## config.mk

```make
export PLATFORM = sky130hd
export DESIGN_NAME = conv1_window_buf
export DESIGN_NICKNAME = d
export VERILOG_FILES = /design/src/rtl/conv1_pkg.sv /design/src/rtl/conv1_line_shift.sv /design/src/rtl/conv1_window_buf.sv
export SDC_FILE = /design/constraint.sdc
export NUM_CORES = 1
export LEC_CHECK = 0
export CORE_ASPECT_RATIO = 0.7
export CORE_MARGIN = 1
export CORE_UTILIZATION = 55
export DETAILED_ROUTE_END_ITERATION = 6
export PLACE_DENSITY_LB_ADDON = 0.2
export SLEW_MARGIN = 20
export SYNTH_ARGS = -nofsm -noshare
export SYNTH_HDL_FRONTEND = slang
export SYNTH_HIERARCHICAL = 1
export SYNTH_SLANG_ARGS = --single-unit
```

## constraint.sdc

```tcl
create_clock -name clk -period 1.8 [get_ports clk]
set_input_delay 0.36 -clock clk [delete_from_list [all_inputs] [get_ports clk]]
set_output_delay 0.36 -clock clk [all_outputs]
set_load 0.005 [all_outputs]
```

## src/rtl/conv1_pkg.sv

```systemverilog
// conv1_pkg: frame geometry and pixel type shared by the conv1 window buffer and conv1_calc.
package conv1_pkg;
    localparam int IMG_W = 28;
    localparam int IMG_H = 28;
    localparam int K     = 5;
    localparam int PIX_W = 8;
    typedef logic signed [PIX_W-1:0] pixel_t;
endpackage

```

## src/rtl/conv1_line_shift.sv

```systemverilog
// conv1_line_shift: enable-gated pixel delay line between two rows of window taps.
module conv1_line_shift
    import conv1_pkg::*;
#(
    parameter int DEPTH = IMG_W - 1,
    parameter int BITS  = PIX_W
) (
    input  logic                   clk,
    input  logic                   en,
    input  logic signed [BITS-1:0] din,
    output logic signed [BITS-1:0] dout
);
    logic signed [BITS-1:0] sr [DEPTH];

    // Contents are don't-care after reset, so the delay line carries no reset.
    always_ff @(posedge clk) begin
        if (en) begin
            sr[0] <= din;
            for (int i = 1; i < DEPTH; i++) sr[i] <= sr[i-1];
        end
    end

    assign dout = sr[DEPTH-1];
endmodule

```

## src/rtl/conv1_window_buf.sv

```systemverilog
// conv1_window_buf: streaming 5x5 window generator feeding the conv1 MAC pipeline.
module conv1_window_buf
    import conv1_pkg::*;
#(
    parameter int WIDTH     = IMG_W,
    parameter int HEIGHT    = IMG_H,
    parameter int KSIZE     = K,
    parameter int DATA_BITS = PIX_W
) (
    input  logic                        clk,
    input  logic                        rst_n,
    input  logic                        valid_in,
    input  logic signed [DATA_BITS-1:0] data_in,
    output logic signed [DATA_BITS-1:0] data_out_0,
    output logic signed [DATA_BITS-1:0] data_out_1,
    output logic signed [DATA_BITS-1:0] data_out_2,
    output logic signed [DATA_BITS-1:0] data_out_3,
    output logic signed [DATA_BITS-1:0] data_out_4,
    output logic signed [DATA_BITS-1:0] data_out_5,
    output logic signed [DATA_BITS-1:0] data_out_6,
    output logic signed [DATA_BITS-1:0] data_out_7,
    output logic signed [DATA_BITS-1:0] data_out_8,
    output logic signed [DATA_BITS-1:0] data_out_9,
    output logic signed [DATA_BITS-1:0] data_out_10,
    output logic signed [DATA_BITS-1:0] data_out_11,
    output logic signed [DATA_BITS-1:0] data_out_12,
    output logic signed [DATA_BITS-1:0] data_out_13,
    output logic signed [DATA_BITS-1:0] data_out_14,
    output logic signed [DATA_BITS-1:0] data_out_15,
    output logic signed [DATA_BITS-1:0] data_out_16,
    output logic signed [DATA_BITS-1:0] data_out_17,
    output logic signed [DATA_BITS-1:0] data_out_18,
    output logic signed [DATA_BITS-1:0] data_out_19,
    output logic signed [DATA_BITS-1:0] data_out_20,
    output logic signed [DATA_BITS-1:0] data_out_21,
    output logic signed [DATA_BITS-1:0] data_out_22,
    output logic signed [DATA_BITS-1:0] data_out_23,
    output logic signed [DATA_BITS-1:0] data_out_24,
    output logic                        valid_out_buf,
    output logic                        frame_done
);
    localparam int CW = $clog2(WIDTH);
    localparam int RW = $clog2(HEIGHT);
    localparam logic [CW-1:0] COL_LAST = CW'(WIDTH - 1);
    localparam logic [RW-1:0] ROW_LAST = RW'(HEIGHT - 1);
    localparam logic [CW-1:0] COL_MIN  = CW'(KSIZE - 1);
    localparam logic [RW-1:0] ROW_MIN  = RW'(KSIZE - 1);

    // tap[k][c] is chain entry sr[k*WIDTH + c]; row k=0 is the newest image row.
    logic signed [DATA_BITS-1:0] tap  [KSIZE][KSIZE];
    logic signed [DATA_BITS-1:0] head [KSIZE];
    logic [CW-1:0] col;
    logic [RW-1:0] row;

    assign head[0] = data_in;

    // Each delay line plus the next row's head tap spans exactly one image row.
    for (genvar g = 0; g < KSIZE - 1; g++) begin : g_line
        conv1_line_shift #(.DEPTH(WIDTH - 1), .BITS(DATA_BITS)) u_line (
            .clk  (clk),
            .en   (valid_in),
            .din  (tap[g][0]),
            .dout (head[g+1])
        );
    end

    always_ff @(posedge clk or negedge rst_n) begin
        if (!rst_n) begin
            for (int k = 0; k < KSIZE; k++)
                for (int c = 0; c < KSIZE; c++) tap[k][c] <= '0;
            col           <= '0;
            row           <= '0;
            valid_out_buf <= 1'b0;
            frame_done    <= 1'b0;
        end else begin
            valid_out_buf <= valid_in && row >= ROW_MIN && col >= COL_MIN;
            frame_done    <= valid_in && row == ROW_LAST && col == COL_LAST;
            if (valid_in) begin
                for (int k = 0; k < KSIZE; k++) begin
                    tap[k][0] <= head[k];
                    for (int c = 1; c < KSIZE; c++) tap[k][c] <= tap[k][c-1];
                end
                col <= (col == COL_LAST) ? '0 : col + CW'(1);
                row <= (col != COL_LAST) ? row : (row == ROW_LAST) ? '0 : row + RW'(1);
            end
        end
    end

    assign data_out_0  = tap[4][4];
    assign data_out_1  = tap[4][3];
    assign data_out_2  = tap[4][2];
    assign data_out_3  = tap[4][1];
    assign data_out_4  = tap[4][0];
    assign data_out_5  = tap[3][4];
    assign data_out_6  = tap[3][3];
    assign data_out_7  = tap[3][2];
    assign data_out_8  = tap[3][1];
    assign data_out_9  = tap[3][0];
    assign data_out_10 = tap[2][4];
    assign data_out_11 = tap[2][3];
    assign data_out_12 = tap[2][2];
    assign data_out_13 = tap[2][1];
    assign data_out_14 = tap[2][0];
    assign data_out_15 = tap[1][4];
    assign data_out_16 = tap[1][3];
    assign data_out_17 = tap[1][2];
    assign data_out_18 = tap[1][1];
    assign data_out_19 = tap[1][0];
    assign data_out_20 = tap[0][4];
    assign data_out_21 = tap[0][3];
    assign data_out_22 = tap[0][2];
    assign data_out_23 = tap[0][1];
    assign data_out_24 = tap[0][0];
endmodule

```

==> metrics.md, run 1 <==
| Metric | Value |
|---|---|
| Total track usage | 0.155 |
| Initial antenna violation count | 0 |
| H-tree levels | 3 |
| DIE AREA | ~0.064 mm² |
| Vias after detailed routing | around 14000 |
| Pwr per Cell Area | 1300 mW/mm² |
| Slowest CP cell | dfrtp_2 |
| Register with the most flip-flops | g_line.u_line/sr |
| Via density per instance | between 4 and 5 |
| Area contributors post-synth | edfxtp_1 (75%), dfrtp_1 (15%), mux2_4 (4.4%) |
| CP top delay family | flip-flops |
| Final WL | 47800 µm |
| Final Critical Period | 1.73 ns |
| Critical path peak fanout | 4 |
| # Max-Cap Violations | 0 |
| Reg2reg start | col[0]$_DFFE_PN0P_ |
| Vias in the first global route | 13700 |
| Hold depth | 1 |
| Worst EP required | approximately 1.4 ns |
| Initial drt markers | between 800 and 900 |
| Synth area leader | edfxtp_1 |
| Layout cell share with drive strength beyond 1 | 0.292 |
| CP Cell Sequence | dlygate4sd2_1 |
| Cells after synthesis | 1348 |
| Crit path kind | reg2out |
| Yosys top cell area share | 0.753 |
| Total Power | about 0.055 W |
| Final HPWL DP | roughly 25000 µm |
| Number of synthesized flops with an enable pin | around 860 |
| Worst Hold Path EP | g_line[0].u_line/sr[0][4]$_DFFE_PP_ |
| Unrepaired setup endpoints after global routing | false |
| I/O Buffers | ~210 |
| Avg Inst Size Synth | approximately 26 µm² |
| Die W | about 300 µm |
| Slew Viols, Final | 0 |
| CTS sink count | 1076 |
| Final worst path period share | 0.960 |
| First-pass GRT wire length | 76600 µm |
| Hold Crit Class | in2reg |
| Synth warn | 6 |
| Slew HR | 0.648 |
| Post-synth net total | about 1400 |
| Register area share after synthesis | 0.907 |
| # diodes | 0 |
| Flop2flop setup slack | ~0.15 ns |
| R2r endpoint | row[3]$_DFFE_PN0P_ |
| Highest achievable clock rate | just under 0.6 GHz |
| Arr. time, crit path | approximately 1.4 ns |
| Min-delay src | valid_in |
| Area grow syn2layout | 22.2% |
| CTS tree | built |
| Gp weighted congestion | ~0.7 |
| Placeable core region | ~0.062 mm² |
| Routed WL per cell | 17.5 µm |
| Buf/Inv on CP | 1 |
| Worst-Margin Slew | just over 0.5 ns |
| Setup violations, final | 0 |
| VDD IR-drop max | between 0.7 and 0.8 mV |
| Drt drc | 26 |
| Most common library cells after synthesis | edfxtp_1 (864), dfrtp_1 (212), mux2_2 (102) |
| Final setup TNS | 0 ns |
| Setup Skew | roughly 0.021 ns |
| Largest register FFs | approximately 860 |
| Clock latency on the worst-skew pair | 0.63 ns |
| Leakage | about 16 nW |
| Seq cells post-synth | approximately 1100 |
| Clock Tree Root | clkbuf_16 |
| Total Nets Final | between 1500 and 2000 |
| Synth Cell Area | between 0.03 and 0.04 mm² |
| Post-synth ARST share | 0.197 |
| Cts bufs inserted | 94 |
| IO Pins | 213 |
| Cell Rows | 76 |
| GR Overflow Total | 0 |
| Ys flop type | edfxtp_1 |
| Final hold vios | 0 |
| Crit. End Element | output port |
| Count leader, synth | edfxtp_1 |
| FF-to-FF path depth | 4 |
| Routed Antenna Nets | 0 |
| Largest net degree at the start of global routing | between 50 and 60 |
| Distinct cell type count after synthesis | 29 |
| Fin util | 0.682 |
| DR pass1 iterations | 7 |
| Status | finished, violations left |
| Critical Path Source Type | flop |
| Clock slew at reported path FFs | roughly 0.060 ns |
| Maximum root-to-sink buffer count | 3 |
| Initial Utilization | 0.558 |
| Failing checks | design-rule violations |
| Worst path max stage delay | around 0.45 ns |
| Die Height | 211 µm |
## cells by family (layout without fill, tap and decap cells)
kind of cell / count (synthesis) / in the layout / share of synthesized area
AND/OR/NAND/NOR: 24 / 24 / 0.00429
adder cells (fa/ha/maj): 4 / 4 / 0.00145
multiplexers: 205 / 205 / 0.0778
flip-flops: 1076 / 1076 / 0.907
AO/OA/AOI/OAI: 9 / 9 / 0.00171
buffers and inverters: 30 / 596 / 0.00748
## per-stage QoR
| step | instances | worst slack, ns | hold slack (ns) | area [µm²] |
|---|---|---|---|---|
| floorplan | 1348 | 0.402 | 0.0644 | 34400 |
| global placement | 2435 | 0.269 | 0.322 | 38300 |
| detailed placement | 2435 | 0.218 | 0.322 | 38300 |
| CTS | 2733 | 0.00998 | 0.0249 | 42100 |
| global route | 2733 | 0.00216 | 0.0280 | 42100 |
| finish | 2733 | 0.0716 | 0.0619 | 42100 |
## report_power, final
group | switching [W] | leakage (nW) | internal, W | total, W
logic | 0.00171 | 3.58 | 0.00267 | 0.00438
registers | 0.00101 | 10.9 | 0.0292 | 0.0302
clock network | 0.00843 | 1.52 | 0.0116 | 0.0200
## metal layers
layer,wire [µm],GRT usage,share of wire,up-vias
li1,-,-,-,6261
met1,24700,0.252,0.52,7003
met2,20000,0.210,0.42,295
met3,2230,0.0362,0.047,68
met4,871,0.0453,0.018,0
met5,0,0,0,-
## repair_timing
| item | CTS | global route |
|---|---|---|
| setup endpoints to repair | 202 | 0 |
| buffers inserted | 121 | 0 |
| endpoints found under the hold margin | 35 | 0 |
| hold buffers | 1 | 0 |
| resized for setup | 214 | 0 |
## worst max path at each step
stage / slack, ns / cells after the start / from / to
after global placement: 0.27 / 4 / valid_in / data_out_5[6]$_DFFE_PN0P_
after floorplan: 0.40 / 4 / col[0]$_DFFE_PN0P_ / row[1]$_DFFE_PN0P_
after CTS: 0.01 / 1 / data_out_9[1]$_DFFE_PN0P_ / data_out_9[1]
after global routing: 0.002 / 1 / data_out_9[1]$_DFFE_PN0P_ / data_out_9[1]
final: 0.07 / 1 / data_out_9[1]$_DFFE_PN0P_ / data_out_9[1]
after detailed placement: 0.22 / 4 / valid_in / data_out_9[7]$_DFFE_PN0P_
## cells in the final DEF (no fill, tap or decap), types with 6 or more instances in the layout
cell,n
edfxtp_1,864
dlygate4sd2_1,202
dfrtp_1,200
buf_4,174
mux2_2,102
mux2_4,100
clkbuf_16,97
buf_12,27
clkbuf_1,21
clkinv_1,19
clkinv_2,15
dfrtp_2,12
bufinv_16,10
clkdlybuf4s50_1,8
inv_1,6
nand3_1,6
## layout make-up
class                           count  area, µm²
Inverter                            6       22.5
Clock buffer                      123       2570
Sequential cell                  1076      31300
Tap cell                          819       1020
Fill cell                        3864      19600
Clock inverter                     53        539
Multi-Input combinational cell    242       2940
Timing Repair Buffer              414       3740
(Power assumes the default switching activity.)
==> inputs of run 2 (changes only) <==
--- a/config.mk
+++ b/config.mk
@@ -5,7 +5,6 @@
 export SDC_FILE = /design/constraint.sdc
 export NUM_CORES = 1
 export LEC_CHECK = 0
-export CORE_ASPECT_RATIO = 0.7
 export CORE_MARGIN = 1
 export CORE_UTILIZATION = 55
 export DETAILED_ROUTE_END_ITERATION = 6
==> run 2 against run 1 <==
Net effect:
- the flow now finishes without violations
- first-iteration DRC count grew 5.4%
- utilization grew 0.62 points
- cell count grew 1.1%
- global-route usage grew 0.35 points
- clock skew grew 0.0020 ns
==> metrics.md, run 2 (synthesized netlist as in run 1, its figures left out) <==
| Metric | Value |
|---|---|
| Layout cell share with drive strength beyond 1 | 0.305 (was 0.292) |
| Clock Power Share | 0.391 (was 0.366) |
| Dpl cells | 2446 (was 2435) |
| Setup Skew | 0.0228 ns (was 0.0208 ns) |
| Most common cell after layout, fill and taps aside | edfxtp_1 (unchanged) |
| Drt drc | 0 (was 26) |
| Final Critical Period | 1.74 ns (was 1.73 ns) |
| Min-delay src | valid_in (unchanged) |
| Vias in the first global route | 14000 (was 13700) |
| Setup violations, final | 0 (unchanged) |
| # Max-Cap Violations | 0 (unchanged) |
| Worst-Margin Slew | 0.621 ns (was 0.514 ns) |
| CP top delay family | flip-flops (unchanged) |
| Largest net degree at the start of global routing | 60 (was 57) |
| Reg2reg start | col[1]$_DFFE_PN0P_ (was col[0]$_DFFE_PN0P_) |
| Switching share of total power | 0.204 (about the same) |
| CTS tree | built (unchanged) |
| Final worst path period share | 0.966 (was 0.960) |
| Sequential share of power | 0.531 (was 0.553) |
| Routed WL per cell | 17.6 µm (was 17.5 µm) |
| FF-to-FF path depth | 4 (unchanged) |
| First-pass GRT wire length | 78700 µm (was 76600 µm) |
| Initial Utilization | 0.557 (was 0.558) |
| Total track usage | 0.159 (was 0.155) |
| Final hold vios | 0 (unchanged) |
| Initial drt markers | 879 (was 834) |
| Worst path max stage delay | 0.45 ns (about the same) |
| Flop2flop setup slack | 0.29 ns (was 0.15 ns) |
| Hold depth | 3 (was 1) |
| Highest achievable clock rate | 0.575 GHz (was 0.579 GHz) |
| Vias after detailed routing | 13700 (was 13600) |
| Unrepaired setup endpoints after global routing | false (unchanged) |
| Die W | 252 µm (was 301 µm) |
| Slowest CP cell | dfrtp_2 (unchanged) |
| Slew HR | 0.586 (was 0.648) |
| # diodes | 0 (unchanged) |
| Pwr per Cell Area | 1330 mW/mm² (was 1300 mW/mm²) |
| Final WS setup | 0.0606 ns (was 0.0716 ns) |
| Final setup TNS | 0 ns (unchanged) |
| Buf/Inv on CP | 1 (unchanged) |
| Worst Hold Path EP | frame_done$_DFF_PN0_ (was g_line[0].u_line/sr[0][4]$_DFFE_PP_) |
| Placed cell areas | 0.0383 mm² (about the same) |
| Hold Crit Class | in2reg (unchanged) |
| Cell Rows | 91 (was 76) |
| VDD IR-drop max | 0.984 mV (was 0.790 mV) |
| CP Cell Sequence | dlygate4sd2_1 (unchanged) |
| Leakage | 16.2 nW (was 16.0 nW) |
| Register with the most flip-flops | g_line.u_line/sr (unchanged) |
| Final WL | 48700 µm (was 47800 µm) |
| Via density per instance | 4.95 (was 4.99) |
| Clock Tree Root | clkbuf_16 (unchanged) |
| I/O Buffers | 212 (unchanged) |
| Comb power frac | 0.078 (was 0.080) |
| Arr. time, crit path | 1.38 ns (was 1.37 ns) |
| Crit. End Element | output port (unchanged) |
| DIE AREA | 0.0636 mm² (about the same) |
| Clock slew at reported path FFs | 0.06 ns (about the same) |
| Die Height | 252 µm (was 211 µm) |
| Final cell count without fillers | 2763 (was 2733) |
| DP Worst Slack | 0.220 ns (was 0.218 ns) |
| GR Overflow Total | 0 (unchanged) |
| Crit path kind | reg2out (unchanged) |
| Initial antenna violation count | 1 (was 0) |
| H-tree levels | 3 (unchanged) |
| Area grow syn2layout | 23.5% (was 22.2%) |
| Cts bufs inserted | 102 (was 94) |
| Pint | 0.0452 W (was 0.0434 W) |
| CTS sink count | 1076 (unchanged) |
| Maximum root-to-sink buffer count | 3 (unchanged) |
| R2r endpoint | row[1]$_DFFE_PN0P_ (was row[3]$_DFFE_PN0P_) |
| Worst EP required | 1.44 ns (about the same) |
| Post-route cell area | 0.0426 mm² (was 0.0421 mm²) |
| Commonest cells after routing, fill and taps aside | edfxtp_1 (864), dlygate4sd2_1 (201), dfrtp_1 (199), buf_4 (173), clkbuf_16 (106) (was edfxtp_1 (864), dlygate4sd2_1 (202), dfrtp_1 (200), buf_4 (174), mux2_2 (102)) |
| Critical Path Source Type | flop (unchanged) |
| Final HPWL DP | 25300 µm (was 25100 µm) |
| Gp weighted congestion | 0.702 (was 0.717) |
| IO Pins | 213 (unchanged) |
| Clock latency on the worst-skew pair | 0.64 ns (was 0.63 ns) |
| Status | completed (was finished, violations left) |
| DR pass1 iterations | 4 (was 7) |
| Total Power | 0.0568 W (was 0.0546 W) |
| Total Nets Final | 1855 (was 1849) |
| Placeable core region | 0.0618 mm² (was 0.0617 mm²) |
| Psw | 0.0116 W (was 0.0112 W) |
| Slew Viols, Final | 0 (unchanged) |
| Critical path peak fanout | 3 (was 4) |
| Routed Antenna Nets | 0 (unchanged) |
| Largest register FFs | 864 (unchanged) |
## run 2: final cells by class
cell class	count	area, µm²
Clock inverter	64	766
Fill cell	3902	19300
Sequential cell	1076	31300
Tap cell	837	1050
Inverter	6	22.5
Timing Repair Buffer	412	3710
Clock buffer	126	2810
Multi-Input combinational cell	242	2940
## run 2: how the worst max path moves through the flow
stage	end	startpoint	cells past startpoint	slack (ns)
after global routing	data_out_19[1]	data_out_19[1]$_DFFE_PN0P_	1	0.004
after floorplan	row[1]$_DFFE_PN0P_	col[0]$_DFFE_PN0P_	4	0.40
after detailed placement	g_line[2].u_line/sr[15][7]$_DFFE_PP_	valid_in	4	0.22
after global placement	g_line[2].u_line/sr[13][7]$_DFFE_PP_	valid_in	4	0.26
final	data_out_18[1]	data_out_18[1]$_DFFE_PN0P_	1	0.06
after CTS	data_out_19[1]	data_out_19[1]$_DFFE_PN0P_	1	0.005
## run 2: metrics by stage
step	utilization	hold slack [ns]
3_3_place_gp	0.619	0.385
5_1_grt	0.688	0.114
3_5_place_dp	0.619	0.387
4_1_cts	0.688	0.0969
6_report	0.688	0.141
2_1_floorplan	-	0.0644
## run 2: routing by layer
layer,up-vias,track usage,part of all wire
met3,89,0.0355,0.040
met5,-,0,0
met1,7056,0.243,0.49
met2,263,0.230,0.45
met4,0,0.0500,0.022
li1,6260,-,-
## run 2: power by group through the flow
stage	sequential, W	combinational [W]	clock (W)
global placement	0.0307	0.00402	0
global route	0.0304	0.00479	0.0237
floorplan	0.0305	0.00139	0
detailed placement	0.0308	0.00413	0
CTS	0.0301	0.00448	0.0228
finish	0.0301	0.00442	0.0222
## run 2: timing repair
| action | CTS | global route |
|---|---|---|
| hold buffers | 1 | 0 |
| buffers inserted | 126 | 0 |
| endpoints found under the hold margin | 43 | 0 |
| resized for setup | 216 | 0 |
| setup endpoints to repair | 202 | 0 |
==> inputs of run 3 (changes only) <==
--- a/config.mk
+++ b/config.mk
@@ -5,9 +5,9 @@
 export SDC_FILE = /design/constraint.sdc
 export NUM_CORES = 1
 export LEC_CHECK = 0
-export CORE_MARGIN = 1
 export CORE_UTILIZATION = 55
 export DETAILED_ROUTE_END_ITERATION = 6
+export GPL_ROUTABILITY_DRIVEN = 0
 export PLACE_DENSITY_LB_ADDON = 0.2
 export SLEW_MARGIN = 20
 export SYNTH_ARGS = -nofsm -noshare
==> results of run 3 <==
No change in the layout: final DEF, timing and power equal those of run 2.
